`config.mk`:
```
export PLATFORM = sky130hd
export DESIGN_NAME = slc3_mem_arbiter
export DESIGN_NICKNAME = d
export VERILOG_FILES = /design/src/rtl/slc3_mem_pkg.sv /design/src/rtl/slc3_mem_arbiter_rr_arb2.sv /design/src/rtl/slc3_mem_arbiter.sv
export SDC_FILE = /design/constraint.sdc
export NUM_CORES = 1
export LEC_CHECK = 0
export ABC_CLOCK_PERIOD_IN_PS = 2700
export BUFFER_PORTS_ARGS = -buffer_cell sky130_fd_sc_hd__buf_2
export CAP_MARGIN = 20
export CELL_PAD_IN_SITES_DETAIL_PLACEMENT = 0
export CELL_PAD_IN_SITES_GLOBAL_PLACEMENT = 1
export CORE_ASPECT_RATIO = 1.2
export CORE_UTILIZATION = 33
export DETAILED_ROUTE_END_ITERATION = 8
export PLACE_DENSITY_LB_ADDON = 0.3
export SYNTH_ARGS = -nofsm -noshare
export SYNTH_HDL_FRONTEND = slang
export SYNTH_SLANG_ARGS = --single-unit
```
`constraint.sdc`:
```
create_clock -name Clk -period 2.7 [get_ports Clk]
set_clock_uncertainty 0.2 [all_clocks]
set_input_delay 0.135 -clock Clk [delete_from_list [all_inputs] [get_ports Clk]]
set_output_delay 0.135 -clock Clk [all_outputs]
set_load 0.02 [all_outputs]
```
`src/rtl/slc3_mem_pkg.sv`:
```
// Shared types and widths for the SLC-3 SRAM arbiter.
package slc3_mem_pkg;

    localparam int SRAM_AW = 20;
    localparam int WORD_W  = 16;

    typedef enum logic [1:0] {
        IDLE   = 2'd0,
        ACCESS = 2'd1,
        DONE   = 2'd2
    } state_e;

    typedef enum logic {
        CPU = 1'b0,
        LDR = 1'b1
    } port_e;

    // Map a one-hot grant vector onto the port index it selects.
    function automatic port_e gnt_to_port(input logic [1:0] gnt);
        port_e p;
        if (gnt[1]) begin
            p = LDR;
        end else begin
            p = CPU;
        end
        return p;
    endfunction

endpackage

```
`src/rtl/slc3_mem_arbiter_rr_arb2.sv`:
```
// Two-input round-robin arbiter; remembers the last granted port.
module rr_arb2
    import slc3_mem_pkg::*;
(
    input  logic       clk,
    input  logic       rst_n,
    input  logic [1:0] req,
    input  logic       update,
    output logic [1:0] gnt
);

    port_e last_grant_q;
    port_e last_grant_d;

    // One-hot grant: a lone requester wins, a tie goes to the port not served last.
    always_comb begin
        gnt = 2'b00;
        case (req)
            2'b01:   gnt = 2'b01;
            2'b10:   gnt = 2'b10;
            2'b11:   gnt = (last_grant_q == LDR) ? 2'b01 : 2'b10;
            default: gnt = 2'b00;
        endcase
    end

    // Record the winner whenever the sequencer accepts a grant.
    always_comb begin
        last_grant_d = last_grant_q;
        if (update && (gnt != 2'b00)) begin
            last_grant_d = gnt_to_port(gnt);
        end else begin
            last_grant_d = last_grant_q;
        end
    end

    // Last-grant register; reset to LDR so the CPU wins the first tie.
    always_ff @(posedge clk) begin
        if (!rst_n) begin
            last_grant_q <= LDR;
        end else begin
            last_grant_q <= last_grant_d;
        end
    end

endmodule

```
`src/rtl/slc3_mem_arbiter.sv`:
```
// SRAM access sequencer shared by the CPU and loader ports.
module slc3_mem_arbiter
    import slc3_mem_pkg::*;
#(
    parameter int unsigned WAIT_STATES = 2
) (
    input  logic               Clk,
    input  logic               Reset_n,
    input  logic               cpu_req,
    input  logic               cpu_we,
    input  logic [WORD_W-1:0]  cpu_addr,
    input  logic [WORD_W-1:0]  cpu_wdata,
    output logic               cpu_ack,
    output logic [WORD_W-1:0]  cpu_rdata,
    input  logic               ldr_req,
    input  logic               ldr_we,
    input  logic [WORD_W-1:0]  ldr_addr,
    input  logic [WORD_W-1:0]  ldr_wdata,
    output logic               ldr_ack,
    output logic [WORD_W-1:0]  ldr_rdata,
    output logic               sram_ce_n,
    output logic               sram_oe_n,
    output logic               sram_we_n,
    output logic [SRAM_AW-1:0] sram_addr,
    output logic [WORD_W-1:0]  sram_wdata,
    output logic               sram_wdata_oe,
    input  logic [WORD_W-1:0]  sram_rdata
);

    localparam logic [3:0] WCNT_INIT = 4'(WAIT_STATES - 1);

    state_e              state_q, state_d;
    logic [3:0]          wcnt_q, wcnt_d;
    port_e               gnt_port_q, gnt_port_d;
    logic                we_q, we_d;
    logic [SRAM_AW-1:0]  sram_addr_q, sram_addr_d;
    logic [WORD_W-1:0]   sram_wdata_q, sram_wdata_d;
    logic [WORD_W-1:0]   cpu_rdata_q, cpu_rdata_d;
    logic [WORD_W-1:0]   ldr_rdata_q, ldr_rdata_d;
    logic                cpu_ack_q, cpu_ack_d;
    logic                ldr_ack_q, ldr_ack_d;
    logic                ce_n_q, ce_n_d;
    logic                oe_n_q, oe_n_d;
    logic                we_n_q, we_n_d;
    logic                wdata_oe_q, wdata_oe_d;

    logic [1:0]          req_vec_s;
    logic [1:0]          gnt_s;
    logic                arb_update_s;

    assign req_vec_s    = {ldr_req, cpu_req};
    assign arb_update_s = (state_q == IDLE);

    rr_arb2 u_rr_arb2 (
        .clk    (Clk),
        .rst_n  (Reset_n),
        .req    (req_vec_s),
        .update (arb_update_s),
        .gnt    (gnt_s)
    );

    // Next-state logic: grant capture in IDLE, wait countdown and read latch in ACCESS.
    always_comb begin
        state_d      = state_q;
        wcnt_d       = wcnt_q;
        gnt_port_d   = gnt_port_q;
        we_d         = we_q;
        sram_addr_d  = sram_addr_q;
        sram_wdata_d = sram_wdata_q;
        cpu_rdata_d  = cpu_rdata_q;
        ldr_rdata_d  = ldr_rdata_q;
        case (state_q)
            IDLE: begin
                if (req_vec_s != 2'b00) begin
                    state_d    = ACCESS;
                    wcnt_d     = WCNT_INIT;
                    gnt_port_d = gnt_to_port(gnt_s);
                    if (gnt_s[1]) begin
                        we_d         = ldr_we;
                        sram_addr_d  = {4'b0000, ldr_addr};
                        sram_wdata_d = ldr_wdata;
                    end else begin
                        we_d         = cpu_we;
                        sram_addr_d  = {4'b0000, cpu_addr};
                        sram_wdata_d = cpu_wdata;
                    end
                end else begin
                    state_d = IDLE;
                end
            end
            ACCESS: begin
                if (wcnt_q == 4'd0) begin
                    state_d = DONE;
                    if (!we_q && (gnt_port_q == LDR)) begin
                        ldr_rdata_d = sram_rdata;
                    end else if (!we_q) begin
                        cpu_rdata_d = sram_rdata;
                    end else begin
                        cpu_rdata_d = cpu_rdata_q;
                    end
                end else begin
                    wcnt_d = wcnt_q - 4'd1;
                end
            end
            DONE: begin
                state_d = IDLE;
            end
            default: begin
                state_d = IDLE;
            end
        endcase
    end

    // Output decode from the upcoming state so every pin comes straight off a flop.
    always_comb begin
        ce_n_d     = 1'b1;
        oe_n_d     = 1'b1;
        we_n_d     = 1'b1;
        wdata_oe_d = 1'b0;
        cpu_ack_d  = 1'b0;
        ldr_ack_d  = 1'b0;
        case (state_d)
            ACCESS: begin
                ce_n_d     = 1'b0;
                oe_n_d     = we_d;
                we_n_d     = ~we_d;
                wdata_oe_d = we_d;
            end
            DONE: begin
                // Keep the pad driven one more cycle on writes for data hold.
                wdata_oe_d = we_d;
                cpu_ack_d  = (gnt_port_d == CPU);
                ldr_ack_d  = (gnt_port_d == LDR);
            end
            default: begin
                ce_n_d     = 1'b1;
                wdata_oe_d = 1'b0;
            end
        endcase
    end

    // State, datapath and output registers with synchronous active-low reset.
    always_ff @(posedge Clk) begin
        if (!Reset_n) begin
            state_q      <= IDLE;
            wcnt_q       <= 4'd0;
            gnt_port_q   <= CPU;
            we_q         <= 1'b0;
            sram_addr_q  <= 20'h00000;
            sram_wdata_q <= 16'h0000;
            cpu_rdata_q  <= 16'h0000;
            ldr_rdata_q  <= 16'h0000;
            cpu_ack_q    <= 1'b0;
            ldr_ack_q    <= 1'b0;
            ce_n_q       <= 1'b1;
            oe_n_q       <= 1'b1;
            we_n_q       <= 1'b1;
            wdata_oe_q   <= 1'b0;
        end else begin
            state_q      <= state_d;
            wcnt_q       <= wcnt_d;
            gnt_port_q   <= gnt_port_d;
            we_q         <= we_d;
            sram_addr_q  <= sram_addr_d;
            sram_wdata_q <= sram_wdata_d;
            cpu_rdata_q  <= cpu_rdata_d;
            ldr_rdata_q  <= ldr_rdata_d;
            cpu_ack_q    <= cpu_ack_d;
            ldr_ack_q    <= ldr_ack_d;
            ce_n_q       <= ce_n_d;
            oe_n_q       <= oe_n_d;
            we_n_q       <= we_n_d;
            wdata_oe_q   <= wdata_oe_d;
        end
    end

    assign cpu_ack       = cpu_ack_q;
    assign cpu_rdata     = cpu_rdata_q;
    assign ldr_ack       = ldr_ack_q;
    assign ldr_rdata     = ldr_rdata_q;
    assign sram_ce_n     = ce_n_q;
    assign sram_oe_n     = oe_n_q;
    assign sram_we_n     = we_n_q;
    assign sram_addr     = sram_addr_q;
    assign sram_wdata    = sram_wdata_q;
    assign sram_wdata_oe = wdata_oe_q;

endmodule

```
==> impl_results.md, run 1 <==
- Crit end category: flip-flop
- Layout cells sized above 1: 0.3723
- Vias in the first global route: 3,041
- Peak supply drop: 320.1 uV
- RSZ-0062 raised after global routing: false
- WL per Instance: 13.48 um
- Global route overflow: 0
- DR vias: 3,042
- Starting Density: 0.3454
- Port bufs: 155
- CP Launch Type: input port
- Worst R2R End: sram_addr[7]
- Max-Cap Viols: 0
- Die height: 109.4 um
- Synth Area in Adders: 0.01579
- Num Clock Sinks: 79
- Worst slew margin: 0.6219
- Most used cell, CP: dlygate4sd3_1
- Seq/Total Area, Yosys: 0.4990
- Final period util: 0.8900
- Slowest CP cell: dlygate4sd3_1
- Total iterations of the first detailed-routing run: 4
- Slew Viols, Final: 0
- Slew @ Worst Pin: 0.5613 ns
- FP Rows: 38
- Logic pwr share: 0.240
- Clock Tree Root: clkbuf_8
- FF-to-FF setup slack: 0.44 ns
- Final core occ: 0.5547
- CP max FO: 32
- Cells along the critical path: dlygate4sd3_1, buf_2, a21boi_4, buf_4, mux2i_1, dlygate4sd3_1, o2bb2ai_1
- Arr. time, crit path: 2.42 ns
- Pint: 2.153 mW
- Outcome: complete, no violations
- Post-synth EDFFs: 0
- Gate Count Post-Synth: 309
- Ports: 160
- Switching share of power: 0.2923
- Post-CTS Setup Bufs: 0
- DRC: 0
- CTS H-tree lvls: 3
- GRT Total Usage: 0.1811
- N_diodes: 0
- Post-layout min period: 2.403 ns
- Multi-input gate area: 1455 um^2
- Clock transition at path regs: 0.08 ns
- Seq pwr share: 0.436
- Die X: 91.46 um
- Cell variety after synth: 33
- Sequential cell area: 1582 um^2
- DPL Wire Length: 5726 um
- Synth Area in Compound Gates: 0.1465
- Cts bufs inserted: 9
- YS warnings: 0
- Avg Cell Area, Syn: 10.26 um^2
- Filler Cell Count: 825
- Largest net degree at the start of global routing: 39
- CP Class: input port to flip-flop
- First-pass GRT wire length: 14,140 um
- Crit path from: ldr_req
- Synthesized area: 3169 um^2
- Leakage: 2.415 nW
- RePlAce Congestion: 0.7615
- Initial antenna violation count: 0
- Worst-Skew Late Latency: 0.34 ns
- Antenna Violating Nets Remaining: 0
- Crit path to: sram_addr[7]
- Slowest Stage Delay on Critical Path: 0.61 ns
- Worst EP required: 2.72 ns
- Die area: 10,000 um^2
- Max Freq: 416.2 MHz
- Via/cell ratio: 4.554
- CTS tree: done
- Simple-gate share of the synthesized area: 0.1307
- P per Cell Area: 597.7 nW/um^2
- Top_reg_cell synth: dfxtp_1
- XOR/XNOR Fraction of Synth Area: 0.005527
- Launch point of the worst reg-to-reg path: u_rr_arb2.last_grant_q
- Max clock buf depth: 2
- Clock network fraction of total power: 0.324
- Post-synth ARST share: 0
- Largest family of logic cells by synthesized area: multiplexers
- Nets: 633
- Synthesis-to-finish area growth: 60.60%
- Final wirelength: 9007 um
- Core area: 9176 um^2
- Net switching power: 0.8892 mW
- Seq cells post-synth: 79
- Min-delay worst type: input port to flip-flop
- Final setup viols: 0
- Hold Violations, Final: 0
- Total Neg Setup Slack: 0 ns
- Iter 0 DRT Violations: 94
- Mux cell area share after synthesis: 0.1516
- R2R cell count: 5
worst max-delay path: cells and delay by family:
kind / cells / cell delay (ns)
multiplexers: 1 / 0.25
AO/OA/AOI/OAI: 2 / 0.28
buffers and inverters: 4 / 1.74
logic make-up after synthesis:
logic type / after synthesis
other: 1
XOR/XNOR: 2
AND/OR/NAND/NOR: 86
buffers and inverters: 30
flip-flops: 79
AO/OA/AOI/OAI: 59
adder cells (fa/ha/maj): 4
multiplexers: 48
cell usage after synthesis, types with 2 or more instances:
cell / count / area, um^2
a21oi_1: 8 / 40.04
a21oi_2: 10 / 87.58
a31oi_1: 2 / 12.51
buf_2: 5 / 25.02
buf_4: 4 / 30.03
clkbuf_1: 13 / 48.80
dfxtp_1: 79 / 1582
ha_1: 4 / 50.05
inv_1: 6 / 22.52
mux2i_1: 48 / 480.5
nand2_1: 31 / 116.4
nand2_2: 10 / 62.56
nand2b_1: 2 / 12.51
nand3_1: 3 / 15.01
nor2_1: 27 / 101.4
nor2b_1: 3 / 18.77
nor3_1: 3 / 15.01
o21ai_0: 3 / 15.01
o2bb2ai_1: 32 / 280.3
or2_2: 2 / 12.51
xor2_1: 2 / 17.52
layout by cell type, fill, tap and decap left out, types with 2 or more instances in the layout:
master	count
nor3_1	3
a21oi_2	10
dlygate4sd3_1	83
nand2b_1	2
mux2i_1	48
buf_2	155
o2bb2ai_1	32
dfxtp_1	79
conb_1	4
nor2b_1	3
nand2_2	10
a31oi_1	2
or2_2	2
nand3_1	3
inv_1	6
xor2_1	2
nand2_1	31
a21oi_1	8
clkinvlp_4	3
nor2_1	26
buf_4	6
bufinv_16	2
clkbuf_8	10
ha_1	4
o21ai_0	3
how the worst min path moves through the flow:
stage	start	endpoint	slack [ns]	cells past startpoint
finish	cpu_req	gnt_port_q	0.05	4
global route	cpu_req	gnt_port_q	0.09	4
CTS	cpu_req	gnt_port_q	0.02	4
detailed placement	sram_rdata[0]	ldr_rdata[0]	0.19	3
global placement	sram_rdata[0]	ldr_rdata[0]	0.18	3
floorplan	sram_rdata[0]	cpu_rdata[0]	0.07	2
cell type report:
cell class	instances	share of cell area
clock inverters	6	0.01794
well taps	120	0.02950
repair buffers	244	0.3245
clock buffers	10	0.02704
inverters	6	0.004425
flip-flops and latches	79	0.3107
multi-input cells	203	0.2859
routing by layer:
metal  GRT usage  wire (um)  vias to the layer above
met5           0          0                        -
met4     0.07256        125                        0
met3     0.05671        551                       10
met2      0.3378       4714                      112
met1      0.1892       3616                     1386
li1            -          -                     1534
stage by stage:
stage	power (mW)	setup WS, ns	cells	hold WS, ns	instance area, um^2
floorplan	1.749	0.5572	312	0.07099	3181
global placement	1.951	0.5653	569	0.1841	4030
detailed placement	1.959	0.5200	569	0.1918	4030
CTS	3.072	0.3676	668	0.01950	5090
global route	3.202	0.2239	668	0.09380	5090
finish	3.042	0.2971	668	0.05310	5090
what timing repair did:
| item | CTS | global route |
|---|---|---|
| gates resized for setup | 0 | 0 |
| hold buffers | 83 | 0 |
| setup endpoints to repair | 0 | 0 |
| hold endpoints to repair | 73 | 0 |
state kept, by name, indices dropped and copies added, names as in the netlist:
signal                  cells
sram_addr                  16
cpu_ack                     1
ldr_ack                     1
wcnt_q                      4
cpu_rdata                  16
ldr_rdata                  16
state_q                     2
sram_wdata                 16
we_q                        1
sram_we_n                   1
u_rr_arb2.last_grant_q      1
sram_ce_n                   1
sram_wdata_oe               1
sram_oe_n                   1
gnt_port_q                  1
power groups by stage:
stage,logic [mW],clock network [mW],registers [mW]
after floorplan,0.295,0,1.45
after global placement,0.602,0,1.35
after detailed placement,0.609,0,1.35
after CTS,0.726,1.02,1.33
after global routing,0.790,1.07,1.34
final,0.730,0.986,1.33
Power figures use the tool's default switching activity.
==> run 2: changes to the inputs <==
Settings changed: ABC_AREA set to 1, ABC_CLOCK_PERIOD_IN_PS 2700 to 3110, CORE_UTILIZATION 33 to 35, CTS_BUF_LIST set to sky130_fd_sc_hd__clkbuf_16.
Clock period 2.7 ns to 3.11 ns, I/O delays scaled along.
==> run 2 against run 1 <==
Compared with the run above:
- register-to-register slack gained 0.16 ns
- total power rose by 3.4%
- non-clock buffer count decreased by 24
- combinational power is 15% higher
- global-route usage grew 0.18 points
- synthesized area up 7.3%
- core utilization shrank 1.1 points
- final area increased by 1.1%
- die area increased by 1.1%
- sequential share of layout area shrank 0.33 points
- critical endpoint is now sram_addr[13]
- count of clock-buffer cells in the layout decreased by 1
==> impl_results.md, run 2 <==
- Outcome: complete, no violations
- Post-CTS Setup Bufs: 0
- DRC: 0
- Commonest cells after routing, fill and taps aside: buf_2, dfxtp_1, nor2_1
- Global route overflow: 0
- Post-layout min period: 2.513 ns
- Filler Cell Count: 923
- Top_reg_cell synth: dfxtp_1
- Nets: 737
- Max-Cap Viols: 0
- YS warnings: 0
- Largest net degree at the start of global routing: 35
- Seq/Total Area, Yosys: 0.4652
- Seq cells post-synth: 79
- Die X: 91.97 um
- Commonest non-fill, non-tap cell in the layout: buf_2
- FF-to-FF setup slack: 0.60 ns
- Vias in the first global route: 3,296
- Worst-Skew Late Latency: 0.32 ns
- Worst slew margin: 0.4552
- Slew Viols, Final: 0
- Final wirelength: 9134 um
- Ports: 160
- Via/cell ratio: 4.525
- N_diodes: 0
- Synth area leader: dfxtp_1
- Max Freq: 397.9 MHz
- CP Class: flip-flop to flip-flop
- Avg Cell Area, Syn: 7.744 um^2
- RSZ-0062 raised after global routing: false
- Final Cell Area: 5145 um^2
- Placed Area: 4182 um^2
- Post-synth ARST share: 0
- Count leader, synth: dfxtp_1
- Synthesis-to-finish area growth: 51.34%
- Slowest Stage Delay on Critical Path: 0.71 ns
- Layout cells sized above 1: 0.3395
- Total iterations of the first detailed-routing run: 4
- Hold Violations, Final: 0
- Arr. time, crit path: 2.57 ns
- Cell variety after synth: 26
- Peak supply drop: 336.9 uV
- Cts bufs inserted: 9
- CP Launch Type: flip-flop
- Gate Count Post-Synth: 439
- Leakage: 2.482 nW
- Port bufs: 155
- Initial antenna violation count: 0
- DR vias: 3,502
- First-pass GRT wire length: 14,730 um
- Power Total: 3.147 mW
- WL per Instance: 11.80 um
- Final core occ: 0.5435
- Share of the synthesized area in the top cell type: 0.4652
- Antenna Violating Nets Remaining: 0
- Final setup viols: 0
- DPL Wire Length: 6294 um
- FP Rows: 39
- Worst EP required: 3.16 ns
- Die height: 110.0 um
- Final std cells w/o fill: 774
- Die area: 10,110 um^2
- RePlAce Congestion: 0.7206
- CTS tree: done
- Min-delay worst type: input port to flip-flop
- CP max FO: 34
- Cells along the critical path: nand2_1, nand2_2, inv_1, o21ai_0, dlygate4sd3_1, o21ai_1
- CTS H-tree lvls: 3
- DP Cell Count: 694
- Core area: 9467 um^2
- Final setup margin: 0.5968 ns
- Crit end category: flip-flop
- Top cell family by delay on the critical path: buffers and inverters
- Final period util: 0.8081
- Ranking of synthesized cells by area: dfxtp_1, nor2_1, nand2_1
- Total Neg Setup Slack: 0 ns
- Hold slack: 0.005376 ns
- Slowest CP cell: inv_1
- Pre-CTS setup slack: 0.9365 ns
- Worst Path Buf+Inv: 2
- Num Clock Sinks: 79
- Post-synth EDFFs: 0
- Max clock buf depth: 2
- Clock transition at path regs: 0.06 ns
- GRT Total Usage: 0.1829
- Synthesized area: 3400 um^2
- P per Cell Area: 611.6 nW/um^2
- Starting Density: 0.3591
- Most frequent cells after synthesis: dfxtp_1, nor2_1, nand2_1, o21ai_0, or2_2
- Clock Tree Root: clkbuf_16
- Iter 0 DRT Violations: 127
- Slew @ Worst Pin: 0.8163 ns
run 2: cell type report:
cell class | count | area, um^2 | area share
Clock inverter | 6 | 87.58 | 0.01702
Multi-Input combinational cell | 307 | 1553 | 0.3018
Tap cell | 123 | 153.9 | 0.02991
Clock buffer | 9 | 225.2 | 0.04377
Timing Repair Buffer | 220 | 1426 | 0.2772
Inverter | 30 | 117.6 | 0.02286
Sequential cell | 79 | 1582 | 0.3074
run 2: timing repair:
item,in CTS,in global routing
resized for setup,0,0
setup endpoints to repair,0,0
hold endpoints to repair,50,0
hold buffers,65,0
run 2: layer usage:
metal,wire [um],track usage,up-vias
met4,159,0.08482,0
li1,-,-,1814
met1,3659,0.1971,1581
met5,0,0,-
met3,519,0.04080,12
met2,4797,0.3401,95
run 2: kinds of logic after synthesis:
kind of cell | share of synthesized area
buffers and inverters | 0.08134
other | 0.001103
AO/OA/AOI/OAI | 0.1354
adder cells (fa/ha/maj) | 0.01472
AND/OR/NAND/NOR | 0.3022
flip-flops | 0.4652
run 2: worst paths after layout:
check,startpoint,to,depth (start not counted)
worst max register to register,u_rr_arb2.last_grant_q,sram_addr[13],6
worst min-delay path,ldr_wdata[6],sram_wdata[6],4
worst min register to register,sram_wdata[6],sram_wdata[6],2
worst max-delay path,u_rr_arb2.last_grant_q,sram_addr[13],6
run 2: where the power goes:
part / switching [mW] / internal [mW] / total, mW
Clock: 0.397 / 0.696 / 1.09
Combinational: 0.515 / 0.325 / 0.840
Sequential: 0.0673 / 1.15 / 1.21
run 2: worst reg2reg max path: stages, from the launching register on:
cell and delay, ns:
dfxtp_1 0.31, nand2_1 0.06, nand2_2 0.25, inv_1 0.72, o21ai_0 0.19, dlygate4sd3_1 0.61
o21ai_1 0.11
